$ cat src/rtl/mcpu_pkg.sv
// Shared mCPU datapath constants: data width, bus type and ALU op codes.
// Imported by the ALU and its combinational core.
package mcpu_pkg;

  localparam int DATAW = 16;

  typedef logic [DATAW-1:0] databus_t;

  localparam logic [1:0] OP_ADD = 2'b00;
  localparam logic [1:0] OP_SUB = 2'b01;
  localparam logic [1:0] OP_AND = 2'b10;
  localparam logic [1:0] OP_OR  = 2'b11;

endpackage

$ cat src/rtl/alu_comb.sv
// Combinational ALU core: o_res = f(i_op, i_x, i_y), modulo 2^DATAW.
// Ports: i_op (2b op), i_x/i_y (operands), o_res (result).
module alu_comb
  import mcpu_pkg::*;
#(
  parameter int DATAW = mcpu_pkg::DATAW
) (
  input  logic [1:0]       i_op,
  input  logic [DATAW-1:0] i_x,
  input  logic [DATAW-1:0] i_y,
  output logic [DATAW-1:0] o_res
);

  logic [DATAW-1:0] w_res;

  // Carry/borrow fall off the top; SUB wraps naturally.
  // The default arm keeps an unknown op from poisoning the result.
  always_comb begin
    w_res = '0;
    case (i_op)
      OP_ADD:  w_res = i_x + i_y;
      OP_SUB:  w_res = i_x - i_y;
      OP_AND:  w_res = i_x & i_y;
      OP_OR:   w_res = i_x | i_y;
      default: w_res = i_x + i_y;
    endcase
  end

  assign o_res = w_res;

endmodule

$ cat src/rtl/alu.sv
// Registered 2-operand ALU: result of op(d_inX, d_inY) captured on clk when ena=1.
// Ports: clk, rst (async high), ena, d_inX, d_inY, op, d_out (registered).
module alu
  import mcpu_pkg::*;
#(
  parameter int DATAW = mcpu_pkg::DATAW
) (
  input  logic             clk,
  input  logic             rst,
  input  logic             ena,
  input  logic [DATAW-1:0] d_inX,
  input  logic [DATAW-1:0] d_inY,
  input  logic [1:0]       op,
  output logic [DATAW-1:0] d_out
);

  logic [DATAW-1:0] w_res;
  logic [DATAW-1:0] r_out;

  alu_comb #(
    .DATAW (DATAW)
  ) u_comb (
    .i_op  (op),
    .i_x   (d_inX),
    .i_y   (d_inY),
    .o_res (w_res)
  );

  // Only the register drives d_out, so operand churn never glitches it.
  always_ff @(posedge clk or posedge rst) begin
    if (rst) begin
      r_out <= '0;
    end else if (ena) begin
      r_out <= w_res;
    end
  end

  assign d_out = r_out;

endmodule

$ cat config.mk
export PLATFORM = sky130hd
export DESIGN_NAME = alu
export DESIGN_NICKNAME = d
export VERILOG_FILES = /design/src/rtl/mcpu_pkg.sv /design/src/rtl/alu_comb.sv /design/src/rtl/alu.sv
export SDC_FILE = /design/constraint.sdc
export NUM_CORES = 1
export LEC_CHECK = 0
export CAP_MARGIN = 20
export CORE_ASPECT_RATIO = 2
export CORE_MARGIN = 5
export CORE_UTILIZATION = 44
export CTS_CLUSTER_SIZE = 30
export DETAILED_ROUTE_END_ITERATION = 16
export PLACE_DENSITY = 0.85
export SETUP_SLACK_MARGIN = 0.05
export SLEW_MARGIN = 20
export SYNTH_ARGS = -nofsm -noshare
export SYNTH_HDL_FRONTEND = slang
export SYNTH_SLANG_ARGS = --single-unit
$ cat constraint.sdc
create_clock -name clk -period 1.75 [get_ports clk]
set_input_delay 0.35 -clock clk [delete_from_list [all_inputs] [get_ports clk]]
set_output_delay 0.35 -clock clk [all_outputs]
set_load 0.005 [all_outputs]
# After elaboration in Yosys (flattened, before gate mapping)
# Index checks and enable logic that the tools add are counted.
word_totals:
  regBits: 16
  inputBits: 37
classes:
  n_addsub: 2
  n_eq_ne: 3
  muxes: 1
  bitwise: 2
  reduce_logical: 1
op_table:
  columns: ["op", "count"]
  rows:
  - ["$pmux 16 s4", 1]
  - ["$add 16x16->16", 1]
  - ["$and 16x16->16", 1]
  - ["$or 16x16->16", 1]
  - ["$sub 16x16->16", 1]
  - ["$eq 2x2->1 const B", 2]
  - ["$eq 2x1->1 const B", 1]
  - ["$logic_not 2->1", 1]

# Longest topological paths before layout
depth:
  word_depth: 2
  ltp_mapped: 14
  depth_no_buf: 14

# Cells and area by module
# From an unflattened synthesis, not the netlist that was laid out.
hier_totals:
  cells_unflattened: 238
  hier_area_um2: 2048.2
modules_own_cells:
  columns: ["mod", "n_inst", "cells_per_inst", "area_per_inst_um2", "seq_area_each_um2"]
  rows:
  - ["alu_comb", 1, 203, 1395.1, 0.0]
  - ["alu", 1, 35, 653.1, 400.4]

# Worst setup path before layout
# Ideal clock, no wire load.
synth_timing:
  kind: "input port to flip-flop"
  startpoint: "in d_inY[2]"
  endpoint: "reg r_out[15] (netlist: d_out[15])"
  setup_ns: 0.126
  arrival_ns: 3.080
  required_ns: 1.624
  path_slack_ns: -1.456
  stages: 12
  path_buffers: 0
  cell_sequence: "or2_2 -> or4_1 -> o21ai_0 -> xor2_1 -> ha_1 -> and3_1 -> nand2_1 -> a21boi_1 -> a311o_1 -> a221oi_2 -> xnor2_1 -> a221o_1"
synth_between:
  elab_chain_cells: 2
synth_lines:
  columns: ["element", "line_no", "text"]
  rows:
  - ["start, declared", "alu.sv:12", "input logic [DATAW-1:0] d_inY,"]
  - ["$sub 16x16->16 / $add 16x16->16 (equally long branches)", null, null]
  - ["$pmux 16 s4 (*)", "alu_comb.sv:20", "case (i_op)"]
  - ["end signal, assigned", "alu.sv:34", "r_out <= w_res;"]
  - ["end, declared", "alu.sv:18", "logic [DATAW-1:0] r_out;"]
# Mark *: on every way between the ends. The rest lies on a longest branch, timed or not.
# A chain may end at the register's enable or synchronous reset.

# Worst setup path in the final report
layout_timing:
  startpoint: "in d_inY[2]"
  endpoint: "reg r_out[13] (netlist: d_out[13])"
# Same word-level chain as after synthesis.

==> results.md <==
- Area grow syn2layout: 95.88%
- Combinational power share: 65.1%
- # setup viols final: 15
- GRT met1 Usage: 26.35%
- FFs w/ async S/R, synth: 100.0%
- CP max FO: 3
- Power per standard cell area: roughly 640 mW/mm^2
- Tot GR Track Use: 28.21%
- Met2 GRT Util: 53.03%
- Crit share post-route: 174.9%
- Clk_lat worst skew: roughly 260 ps
- Synth cell types: 45
- Routed WL per cell: 22.30 um
- ANT nets after route: 0
- CTS buffer count: 3
- Root buf cell: clkbuf_8
- Number of DRC markers in iteration 0: 163
- Reg-to-Reg Start: d_out[14]$_DFFE_PP0P_
- Cell Area, Placed: 0.003152 mm^2
- Slew Viols, Final: 0
- Post-synthesis net count: 280
- Worst reg-to-reg setup slack: 840 ps
- Reg2reg end: d_out[14]$_DFFE_PP0P_
- Clock Tree Buf Depth: 2
- Crit Path Category: in -> reg
- Pre-CTS WS: -1874 ps
- Worst-path clk slew: around 70 ps
- Port Buf Inserts: 52
- DP Wirelength: 5.330 mm
- Synth warn: 0
- Hold WC Path Type: in -> async
- Sequential share of the synthesized area: 20.93%
- Worst-Margin Slew: roughly 510 ps
- Total wire length: 9.565 mm
- Crit path launch: d_inY[2]
- Family with the most delay on the worst path: compound AO/OA/AOI/OAI gates
- CP endpoint kind: register
- WP data required: 1900 ps
- Sequential Power Share: between 20% and 30%
- R2R cell count: 2
- Startpoint types: input pin
- Cells after Synth: 224
- Synth top area share: 20.93%
- P_int: around 1.5 mW
- Largest area contributor in the netlist: dfrtp_1
- Max-Cap Viols: 0
- Layout cell share with drive strength beyond 1: ~51%
- Slew margin rel.: 65.92%
- Crit path buf inv count: 1
- Non-Filler Instances: 429
- Failing checks: negative setup slack
- Clock tree sinks: 16
- Final Hold Viols: 0
- Max FFs per register: 16
- Fin Clk Skew: 0 ps
- H-tree levels: 1
- Leakage: 1.626 nW
- Clock share of power: between 10% and 20%
- Final instance area: 0.003747 mm^2
- Ys flop type: dfrtp_1
- Hold_buf cts: 0
- Fillers: 198
- Largest net degree at the start of global routing: 19
- RSZ-0062 raised after global routing: yes
- Synth cell count leaders: a21oi_1 (22), xnor2_1 (19), ha_1 (18), nor2_1 (18), dfrtp_1 (16)
- Die width: 56.63 um
- Met3 GRT Util: under 10%
- Vias: 2653
- Die H: 103.3 um
- CP max stage delay: 510 ps
- Run status: finished with violations
- Top post-synthesis cells by area: dfrtp_1 (21%), ha_1 (12%), xnor2_1 (8.7%), maj3_1 (6.8%), a21oi_1 (5.8%)
- Final GP Congestion: 0.9524
- Initial Util: 44.53%
- CTS tree: yes
- Most common cell in the netlist: a21oi_1
- Number of synthesized register bits: 16
- Post-layout util: approximately 87%
- Busiest grt layer: met2
- Fmax: around 0.33 GHz
- Number of synthesized flops with an enable pin: 0
- Crit-path slowest cell: or4_4
- Placed cell count: 404
- Vias per cell: between 6 and 7
- Diodes inserted: 0
- Net Sw Frac: 37.77%
- Total power: 2.388 mW
- Minimum hold slack: 390.1 ps
- # DRC: 0
- Initial antenna violation count: 0
- Die footprint: roughly 0.006 mm^2
- Worst setup margin: -1311 ps
- Final min period: 3061 ps
- First-pass GRT wire length: roughly 13 mm
- Grt total ovfl: 0
- Mapped Area: between 0.0015 and 0.002 mm^2
- Nets@finish: 432
- I/O pin count: 53
- Critical Path AT: 3210 ps
- Drt pass-1 iters: 4
- Core area: 0.004297 mm^2
- Psw: 0.9020 mW
- Row count: 34
- Final setup TNS: -12280 ps
- Vias in the first global route: 2756
- Peak VDD IR: 571.1 uV
- Synthesized area per cell: approximately 8.5 um^2
- CP Cell Sequence: buf_6 -> or2_4 -> or4_4 -> o21ai_4 -> xor2_1 -> ha_2 -> and3_4 -> nand2_2 -> a21boi_2 -> a311o_1 -> a31oi_1 -> xnor2_1 -> a221o_1
[area by class of cell]
cell class              count  area [um^2]  share of cell area (%)
well taps                  54        67.56                   1.803
repair buffers            156         1338                   35.69
clock buffers               4        55.05                   1.469
multi-input cells         190         1848                   49.32
inverters                   9        38.79                   1.035
flip-flops and latches     16        400.4                   10.68
[timing repair]
action,CTS,global route
setup buffers,15,11
pin swaps,38,37
setup endpoints to repair,15,14
resized for setup,108,36
[worst max path at each step]
stage / depth (start not counted) / slack, ps / end
final: 13 / -1310 / d_out[13]$_DFFE_PP0P_
after global routing: 13 / -1360 / d_out[15]$_DFFE_PP0P_
after CTS: 13 / -1180 / d_out[15]$_DFFE_PP0P_
after global placement: 13 / -1770 / d_out[15]$_DFFE_PP0P_
after detailed placement: 13 / -1870 / d_out[15]$_DFFE_PP0P_
after floorplan: 12 / -1260 / d_out[15]$_DFFE_PP0P_
[layer usage]
layer / wire, um / up-vias
li1: - / 1122
met3: 630 / 76
met2: 4980 / 172
met4: 784 / 0
met5: 0 / -
met1: 3169 / 1283
[kinds of logic after synthesis]
logic type,after synthesis,share of synthesized area (%)
compound gates,67,23.74
simple gates,59,17.14
fa+ha+maj,32,19.62
xor+xnor,27,12.36
buf+inv,18,3.531
flops,16,20.93
mux,5,2.682
[cell usage in the layout (no fill, tap or decap), drive strengths merged, types with 3 or more instances in the layout]
master         netlist  routed
clkdlybuf4s50        0      39
xor2                 8       8
dfrtp               16      16
o21a                 4       4
a221o                7       7
nand2                6       6
nor2b               11      11
mux2i                4       4
a21oi               23      23
ha                  18      18
clkbuf               6       4
o31ai                4       4
a31oi                3       3
nor2                18      18
nand2b               3       3
inv                  9       9
nor3                 8       8
xnor2               19      19
buf                  3     115
a21o                 4       4
o21ai               12      12
maj3                13      13
[power groups by stage]
| stage | registers (mW) | clock network, mW | logic [mW] |
|---|---|---|---|
| 5_1_grt | 0.488 | 0.377 | 1.63 |
| 4_1_cts | 0.476 | 0.346 | 1.31 |
| 6_report | 0.481 | 0.353 | 1.55 |
| 3_5_place_dp | 0.481 | 0 | 1.16 |
| 3_3_place_gp | 0.479 | 0 | 1.11 |
| 2_1_floorplan | 0.484 | 0 | 0.566 |
[worst register-to-register path, stage by stage, from the launching register on]
cell and delay, ps:
dfrtp_1 390, nor2b_1 140, a221o_1 260
(Power assumes the default switching activity.)
